## src/rtl/morse_playback_sequencer.sv

```systemverilog
// Morse character playback sequencer.
// Plays up to six dot/dash elements LSB first, with one-unit gaps between
// elements and a configurable silent tail, timed in units of unit_cycles.
module morse_playback_sequencer #(
  parameter int unsigned DASH_UNITS     = 3,
  parameter int unsigned CHAR_GAP_UNITS = 3
) (
  input  logic        clk,
  input  logic        rst,
  input  logic        start,
  input  logic [2:0]  sym_count,
  input  logic [5:0]  sym_bits,
  input  logic [31:0] unit_cycles,
  input  logic        abort,
  output logic        busy,
  output logic        tone_en,
  output logic [2:0]  elem_idx,
  output logic        done,
  output logic        aborted,
  output logic        err
);

  typedef enum logic [1:0] {IDLE, TONE, GAP, TAIL} state_t;

  localparam logic [2:0] DASH_LEN = 3'(DASH_UNITS);
  localparam logic [2:0] TAIL_LEN = 3'(CHAR_GAP_UNITS);

  state_t      state;
  logic [5:0]  bits_q;
  logic [2:0]  count_q;
  logic [31:0] unit_q;
  logic [31:0] unit_cnt;
  logic [2:0]  units_left;
  logic        unit_end;
  logic [2:0]  next_idx;

  // End of one unit period and index of the element following the current one
  always_comb begin
    unit_end = (unit_cnt == unit_q - 32'd1);
    next_idx = elem_idx + 3'd1;
  end

  // Playback state machine: element length = units_left full unit periods
  always_ff @(posedge clk) begin
    if (rst) begin
      state      <= IDLE;
      bits_q     <= '0;
      count_q    <= '0;
      unit_q     <= '0;
      unit_cnt   <= '0;
      units_left <= '0;
      busy       <= 1'b0;
      tone_en    <= 1'b0;
      elem_idx   <= '0;
      done       <= 1'b0;
      aborted    <= 1'b0;
      err        <= 1'b0;
    end else begin
      done    <= 1'b0;
      aborted <= 1'b0;
      err     <= 1'b0;
      if (state != IDLE && abort) begin
        state      <= IDLE;
        busy       <= 1'b0;
        tone_en    <= 1'b0;
        elem_idx   <= '0;
        unit_cnt   <= '0;
        units_left <= '0;
        aborted    <= 1'b1;
      end else begin
        case (state)
          IDLE: begin
            if (start && !abort) begin
              if (sym_count == 3'd0 || sym_count == 3'd7) begin
                err <= 1'b1;
              end else begin
                bits_q     <= sym_bits;
                count_q    <= sym_count;
                unit_q     <= (unit_cycles == 32'd0) ? 32'd1 : unit_cycles;
                unit_cnt   <= '0;
                units_left <= sym_bits[0] ? DASH_LEN : 3'd1;
                elem_idx   <= '0;
                busy       <= 1'b1;
                tone_en    <= 1'b1;
                state      <= TONE;
              end
            end
          end
          TONE: begin
            if (unit_end) begin
              unit_cnt <= '0;
              if (units_left == 3'd1) begin
                tone_en <= 1'b0;
                if (elem_idx == count_q - 3'd1) begin
                  units_left <= TAIL_LEN;
                  state      <= TAIL;
                end else begin
                  units_left <= 3'd1;
                  state      <= GAP;
                end
              end else begin
                units_left <= units_left - 3'd1;
              end
            end else begin
              unit_cnt <= unit_cnt + 32'd1;
            end
          end
          GAP: begin
            if (unit_end) begin
              unit_cnt   <= '0;
              elem_idx   <= next_idx;
              units_left <= bits_q[next_idx] ? DASH_LEN : 3'd1;
              tone_en    <= 1'b1;
              state      <= TONE;
            end else begin
              unit_cnt <= unit_cnt + 32'd1;
            end
          end
          TAIL: begin
            if (unit_end) begin
              unit_cnt <= '0;
              if (units_left == 3'd1) begin
                busy     <= 1'b0;
                done     <= 1'b1;
                elem_idx <= '0;
                state    <= IDLE;
              end else begin
                units_left <= units_left - 3'd1;
              end
            end else begin
              unit_cnt <= unit_cnt + 32'd1;
            end
          end
          default: state <= IDLE;
        endcase
      end
    end
  end

endmodule

```

## config.mk

```make
export PLATFORM = sky130hd
export DESIGN_NAME = morse_playback_sequencer
export DESIGN_NICKNAME = d
export VERILOG_FILES = /design/src/rtl/morse_playback_sequencer.sv
export SDC_FILE = /design/constraint.sdc
export NUM_CORES = 1
export LEC_CHECK = 0
export ABC_AREA = 1
export CAP_MARGIN = 20
export CORE_UTILIZATION = 30
export DETAILED_ROUTE_END_ITERATION = 6
export PLACE_DENSITY = 0.45
export SYNTH_ARGS = -nofsm -noshare
export SYNTH_HDL_FRONTEND = slang
export SYNTH_SLANG_ARGS = --single-unit
```

## constraint.sdc

```tcl
create_clock -name clk -period 4.7 [get_ports clk]
set_clock_uncertainty 0.15 [all_clocks]
set_input_delay 0.94 -clock clk [delete_from_list [all_inputs] [get_ports clk]]
set_output_delay 0.94 -clock clk [all_outputs]
set_load 0.01 [all_outputs]
```

==> flow_metrics.env, run 1 <==
export IMPL_status="complete, no violations"
export IMPL_tightest_slew_ns=0.9561
export IMPL_grt_total_usage_pct=19.54
export IMPL_antenna_found_initial=0
export IMPL_synth_warnings=0
export IMPL_critical_path_max_stage_delay_ns=0.73
export IMPL_ant_nets=0
export IMPL_r2r_start="unit_q[0]$_SDFFE_PP0P_"
export IMPL_use_met1_pct=28.21
export IMPL_die_y_um=144.0
export IMPL_area_delta_synth_final_pct=18.87
export IMPL_cts_tree="yes"
export IMPL_crit_buf_inv=2
export IMPL_p_per_area_nw_per_um2=455.9
export IMPL_yosysSeqAreaShare_pct=28.48
export IMPL_drv_slew=0
export IMPL_clock_fmax_ghz=0.3193
export IMPL_synth_ff_type="dfxtp_1"
export IMPL_dieWidth_um=144.0
export IMPL_startpoint_type="flop"
export IMPL_synthArstFlopShare_pct=0
export IMPL_setup_tns_ns=0
export IMPL_via_per_inst=4.657
export IMPL_cts_root_buf="clkbuf_16"
export IMPL_crit_chain="inv_1, ha_1, nand3_4, nor2_4, nand2_2, nor2_2, nand2_1, nand2_1, inv_1, o21ai_0, a21oi_1, nand3_1, nor2_1, nor2_1, nand2_1, a21oi_1"
export IMPL_postCtsSetupRepairBufs=0
export IMPL_final_hold_violation_count=0
export IMPL_synth_edf_count=0
export IMPL_ios=53
export IMPL_crit_path_end_kind="flop"
export IMPL_drtIter0Drc=376
export IMPL_crit_type="reg2reg"
export IMPL_avgSynthCellArea_um2=6.298
export IMPL_start_util_pct=30.86
export IMPL_routed_wl_um=18700
export IMPL_io_buffers=52
export IMPL_crit_path_start="unit_q[0]$_SDFFE_PP0P_"
export IMPL_cpMostUsedCell="nand2_1"
export IMPL_syn_area_um2=6046
export IMPL_antenna_cells=0
export IMPL_ys_ff_latch=86
export IMPL_syn_inst=960
export IMPL_dp_hpwl_um=14870
export IMPL_worstPathMaxFanout=13
export IMPL_detail_route_first_pass_iterations=6
export IMPL_top_usage_layer="met2"
export IMPL_cts_buffers=9
export IMPL_core_area_um2=19590
export IMPL_relSlewSlack_pct=36.02
export IMPL_critPathTopFamily="simple AND/OR/NAND/NOR gates"
export IMPL_cap_violations=0
export IMPL_hold_class="reg2reg"
export IMPL_cpMaxStageDelayCell="nor2_1"
export IMPL_num_rows=51
export IMPL_path_clk_slew_ns=0.07
export IMPL_min_from="bits_q[0]$_SDFFE_PP0P_"
export IMPL_min_period_over_period_pct=66.64
export IMPL_cts_buffer_depth=2
export IMPL_syn_nets=1011
export IMPL_finalCriticalPeriod_ns=3.132
export IMPL_grt_pass1_wl_um=30710
export IMPL_ir_worst_vdd_mv=0.2230
export IMPL_vias=5915
export IMPL_rsz0062_at_grt="false"
export IMPL_grt_overflow=0
export IMPL_die_area_um2=20720
export IMPL_clk_latency_ns=0.35
export IMPL_grtUsageMet2_pct=30.43
export IMPL_crit_required_ns=4.82
export IMPL_cts_sinks=86
export IMPL_setup_viol=0
export IMPL_postCtsResizedCells=0
export IMPL_power_uw=3277
export IMPL_rrSetupSlack_ns=1.57
export IMPL_hold_buffers=0
export IMPL_arrival_ns=3.25
export IMPL_use_met3_pct=2.932
export IMPL_ys_types=43
export IMPL_place_congestion=0.8443
export IMPL_nFillCells=2199
export IMPL_route_detailed_drc=0
export IMPL_grt_pass1_vias=5727
export IMPL_grt_max_degree=45
export IMPL_wl_per_cell_um=14.72
export IMPL_drive_above_1_share_pct=6.866
export IMPL_p_leak_uw=0.003031
export IMPL_nets=1051
export IMPL_htree_levels=3
-- layout by cell type (no fill, tap or decap), drive strengths merged, types with 4 or more instances in the layout --
cell type | Yosys | layout
clkdlybuf4s50 | 0 | 52
inv | 97 | 98
o21ai | 57 | 57
xor2 | 43 | 43
dfxtp | 86 | 86
nand4 | 29 | 29
nand3 | 34 | 34
nand2 | 242 | 242
buf | 7 | 9
nor3 | 17 | 17
xnor2 | 16 | 16
nor2 | 197 | 197
nor4 | 14 | 14
clkbuf | 25 | 11
o2111ai | 4 | 4
nand3b | 15 | 15
a211oi | 7 | 7
a21oi | 51 | 51
ha | 6 | 6
-- metrics by stage --
stage | instances | setup slack [ns] | hold slack, ns | utilization (%) | instance area (µm²)
2_1_floorplan | 960 | 2.307 | 0.2799 | - | 6046
3_3_place_gp | 1253 | 1.180 | 0.2941 | 34.82 | 6820
3_5_place_dp | 1253 | 1.095 | 0.3032 | 34.82 | 6820
4_1_cts | 1269 | 1.468 | 0.3147 | 36.55 | 7159
5_1_grt | 1270 | 1.219 | 0.3489 | 36.69 | 7187
6_report | 1270 | 1.568 | 0.3100 | 36.69 | 7187
-- worst reg2reg max path, stage by stage (launching register included) --
cell and delay [ns]:
dfxtp_1 0.31, inv_1 0.13, ha_1 0.27, nand3_4 0.11, nor2_4 0.21, nand2_2 0.13
nor2_2 0.15, nand2_1 0.06, nand2_1 0.09, inv_1 0.06, o21ai_0 0.07, a21oi_1 0.07
nand3_1 0.12, nor2_1 0.09, nor2_1 0.73, nand2_1 0.13, a21oi_1 0.16
-- power by group --
group	total [µW]	switching, µW	internal [µW]
logic	1550	1020	535
clock network	826	304	522
registers	898	89.2	809
-- sequential cells by signal, summed over array words and instances (netlist names) --
signal	count
unit_cnt	32
unit_q	32
bits_q	6
count_q	3
elem_idx	3
units_left	3
state	2
aborted	1
busy	1
done	1
err	1
tone_en	1
-- synthesized netlist by cell type, types with 4 or more instances --
cell       instances  share of area (%)
inv_2              5               0.31
a21oi_1           49                4.1
dfxtp_1           86                 28
buf_2              4               0.33
xor2_1            42                6.1
nor4_1            14                1.4
nor2_1           180                 11
inv_1             92                5.7
nand4_1           29                3.0
nand2_1          232                 14
nand2_4            6                1.1
o21ai_0           53                4.4
nor2_4             5               0.93
clkbuf_1          25                1.6
nor2_2            10                1.0
nand2_2            4               0.41
nand3b_1          15                1.9
xnor2_1           16                2.3
o2111ai_1          4               0.58
a211oi_1           7               0.87
nand3_1           31                2.6
ha_1               6                1.2
nor3_1            15                1.2
-- cells by family (layout without fill, tap and decap cells) --
kind of cell,Yosys count,count (layout),synth area share (%)
compound gates,126,126,11.80
xor+xnor,59,59,8.671
fa+ha+maj,6,6,1.242
buf+inv,131,176,8.464
flops,86,86,28.48
simple gates,552,552,41.35
-- layer usage --
| metal | routed length (µm) | vias up | share of wire, % |
|---|---|---|---|
| li1 | - | 3171 | - |
| met1 | 9773 | 2667 | 52 |
| met2 | 8220 | 67 | 44 |
| met3 | 548 | 10 | 2.9 |
| met4 | 153 | 0 | 0.82 |
| met5 | 0 | - | 0 |
-- path summary, 6_finish.rpt --
check / end / cells past startpoint
worst max-delay path: unit_cnt[13]$_SDFFE_PP0P_ / 16
worst min-delay path: bits_q[0]$_SDFFE_PP0P_ / 2
worst max register to register: unit_cnt[13]$_SDFFE_PP0P_ / 16
worst min register to register: bits_q[0]$_SDFFE_PP0P_ / 2
-- area by class of cell --
type | count | area [µm²] | area share [%]
multi-input cells | 743 | 3815 | 53.08
flip-flops and latches | 86 | 1722 | 23.96
repair buffers | 61 | 608.1 | 8.461
inverters | 99 | 371.6 | 5.171
well taps | 265 | 331.6 | 4.614
clock buffers | 11 | 232.7 | 3.238
clock inverters | 5 | 106.4 | 1.480
(Power assumes the default switching activity.)
==> run 2: changes to the inputs <==
- clock period: 4.7 -> 3.1 ns (I/O delays scaled with it)
==> flow_metrics.env, run 2 (synthesized netlist as in run 1, its figures left out) <==
export IMPL_hold_buffers=0
export IMPL_ir_worst_vdd_mv=0.3202
export IMPL_p_leak_uw=0.003087
export IMPL_antenna_found_initial=0
export IMPL_grt_overflow=0
export IMPL_top_usage_layer="met2"
export IMPL_use_met3_pct=2.566
export IMPL_dp_cells=1266
export IMPL_clk_latency_ns=0.35
export IMPL_routed_wl_um=19130
export IMPL_status="complete, no violations"
export IMPL_hold_class="reg2reg"
export IMPL_path_clk_slew_ns=0.06
export IMPL_finalCriticalPeriod_ns=2.817
export IMPL_r2r_start="unit_q[11]$_SDFFE_PP0P_"
export IMPL_min_period_over_period_pct=90.88
export IMPL_num_rows=51
export IMPL_htree_levels=3
export IMPL_rsz0062_at_grt="false"
export IMPL_fin_util_pct=37.16
export IMPL_use_met1_pct=28.36
export IMPL_route_detailed_drc=0
export IMPL_grt_total_usage_pct=19.44
export IMPL_cts_tree="yes"
export IMPL_arrival_ns=2.95
export IMPL_p_per_area_nw_per_um2=682.5
export IMPL_cts_buffers=9
export IMPL_wl_per_cell_um=14.93
export IMPL_cts_sinks=86
export IMPL_vias=6030
export IMPL_drv_slew=0
export IMPL_setup_viol=0
export IMPL_die_y_um=144.0
export IMPL_finalWorstSetupSlack_ns=0.2827
export IMPL_grtUsageMet2_pct=29.98
export IMPL_cts_buffer_depth=2
export IMPL_detail_route_first_pass_iterations=5
export IMPL_most_common_layout_cells="nand2_1, nor2_1, inv_1"
export IMPL_layoutNonFillerInstCount=1282
export IMPL_dieWidth_um=144.0
export IMPL_cts_root_buf="clkbuf_16"
export IMPL_place_congestion=0.8935
export IMPL_drive_above_1_share_pct=8.555
export IMPL_clock_fmax_ghz=0.3550
export IMPL_ant_nets=0
export IMPL_grt_pass1_vias=5573
export IMPL_cap_violations=0
export IMPL_top_regs="unit_cnt (32), unit_q (32), bits_q (6)"
export IMPL_via_per_inst=4.704
export IMPL_crit_path_end_kind="flop"
export IMPL_tightest_slew_ns=0.6071
export IMPL_grt_max_degree=53
export IMPL_layout_commonest_cell="nand2_1"
export IMPL_core_area_um2=19590
export IMPL_start_util_pct=30.86
export IMPL_ios=53
export IMPL_rrSetupSlack_ns=0.28
export IMPL_area_delta_synth_final_pct=20.41
export IMPL_nets=1063
export IMPL_die_area_um2=20720
export IMPL_detailedPlace_worstSlack_ns=0.1126
export IMPL_relSlewSlack_pct=59.48
export IMPL_crit_path_start="unit_q[11]$_SDFFE_PP0P_"
export IMPL_antenna_cells=0
export IMPL_min_from="bits_q[0]$_SDFFE_PP0P_"
export IMPL_worstPathMaxFanout=5
export IMPL_grt_pass1_wl_um=30470
export IMPL_io_buffers=52
export IMPL_drtIter0Drc=351
export IMPL_startpoint_type="flop"
export IMPL_final_hold_violation_count=0
export IMPL_crit_required_ns=3.24
export IMPL_crit_type="reg2reg"
export IMPL_setup_tns_ns=0
export IMPL_dp_hpwl_um=15300
## run 2: worst max-delay path, stage by stage, from the launching register on
cell and delay [ns]:
dfxtp_1 0.35, nor2_1 0.18, nand2_1 0.11, nor2_1 0.25, nand2_1 0.13, inv_2 0.11, nand2_1 0.06, nand2_1 0.09
nand2_1 0.08, nor2_1 0.12, nand2_1 0.08, nor2_2 0.15, nand3_2 0.23, buf_4 0.24, a21oi_4 0.17, nand2_4 0.08
nand2_1 0.06, nand2_1 0.04, nor2_1 0.08
## run 2: worst paths after layout
check | depth (start not counted) | to
worst min register to register | 2 | bits_q[0]$_SDFFE_PP0P_
worst min-delay path | 2 | bits_q[0]$_SDFFE_PP0P_
worst max-delay path | 18 | elem_idx[1]$_SDFFE_PP0P_
worst max register to register | 18 | elem_idx[1]$_SDFFE_PP0P_
## run 2: repair_timing
| action | CTS | global route |
|---|---|---|
| setup endpoints to repair | 0 | 18 |
| gates resized for setup | 0 | 4 |
| setup buffers | 0 | 0 |
## run 2: layout make-up
class / count / area (µm²)
multi-input cells: 743 / 3832
well taps: 265 / 331.6
clock buffers: 10 / 239.0
flip-flops and latches: 86 / 1722
clock inverters: 6 / 92.59
fillers: 2112 / 12310
repair buffers: 73 / 690.7
inverters: 99 / 371.6
## run 2: per-layer routing
| layer | vias to the layer above | part of all wire, % |
|---|---|---|
| met1 | 2729 | 52 |
| li1 | 3191 | - |
| met3 | 8 | 3.7 |
| met2 | 102 | 44 |
| met4 | 0 | 0.83 |
| met5 | - | 0 |
## run 2: stage by stage
stage	hold slack [ns]	area, µm²	power, µW
after detailed placement	0.3109	6930	3760
after global placement	0.3110	6930	3797
after floorplan	0.2799	6046	3093
after global routing	0.3540	7279	5372
final	0.3168	7279	4969
after CTS	0.3215	7262	4991
## run 2: power by group
part	switching (µW)	internal (µW)	total, µW
Combinational	1570	824	2390
Clock	484	734	1220
Sequential	132	1230	1360
Total	2180	2780	4970
==> run 3: changes to the inputs <==
- SKIP_CTS_REPAIR_TIMING: not set -> 1
==> results of run 3 <==
Final layout, timing and power as in run 2 (identical DEF).
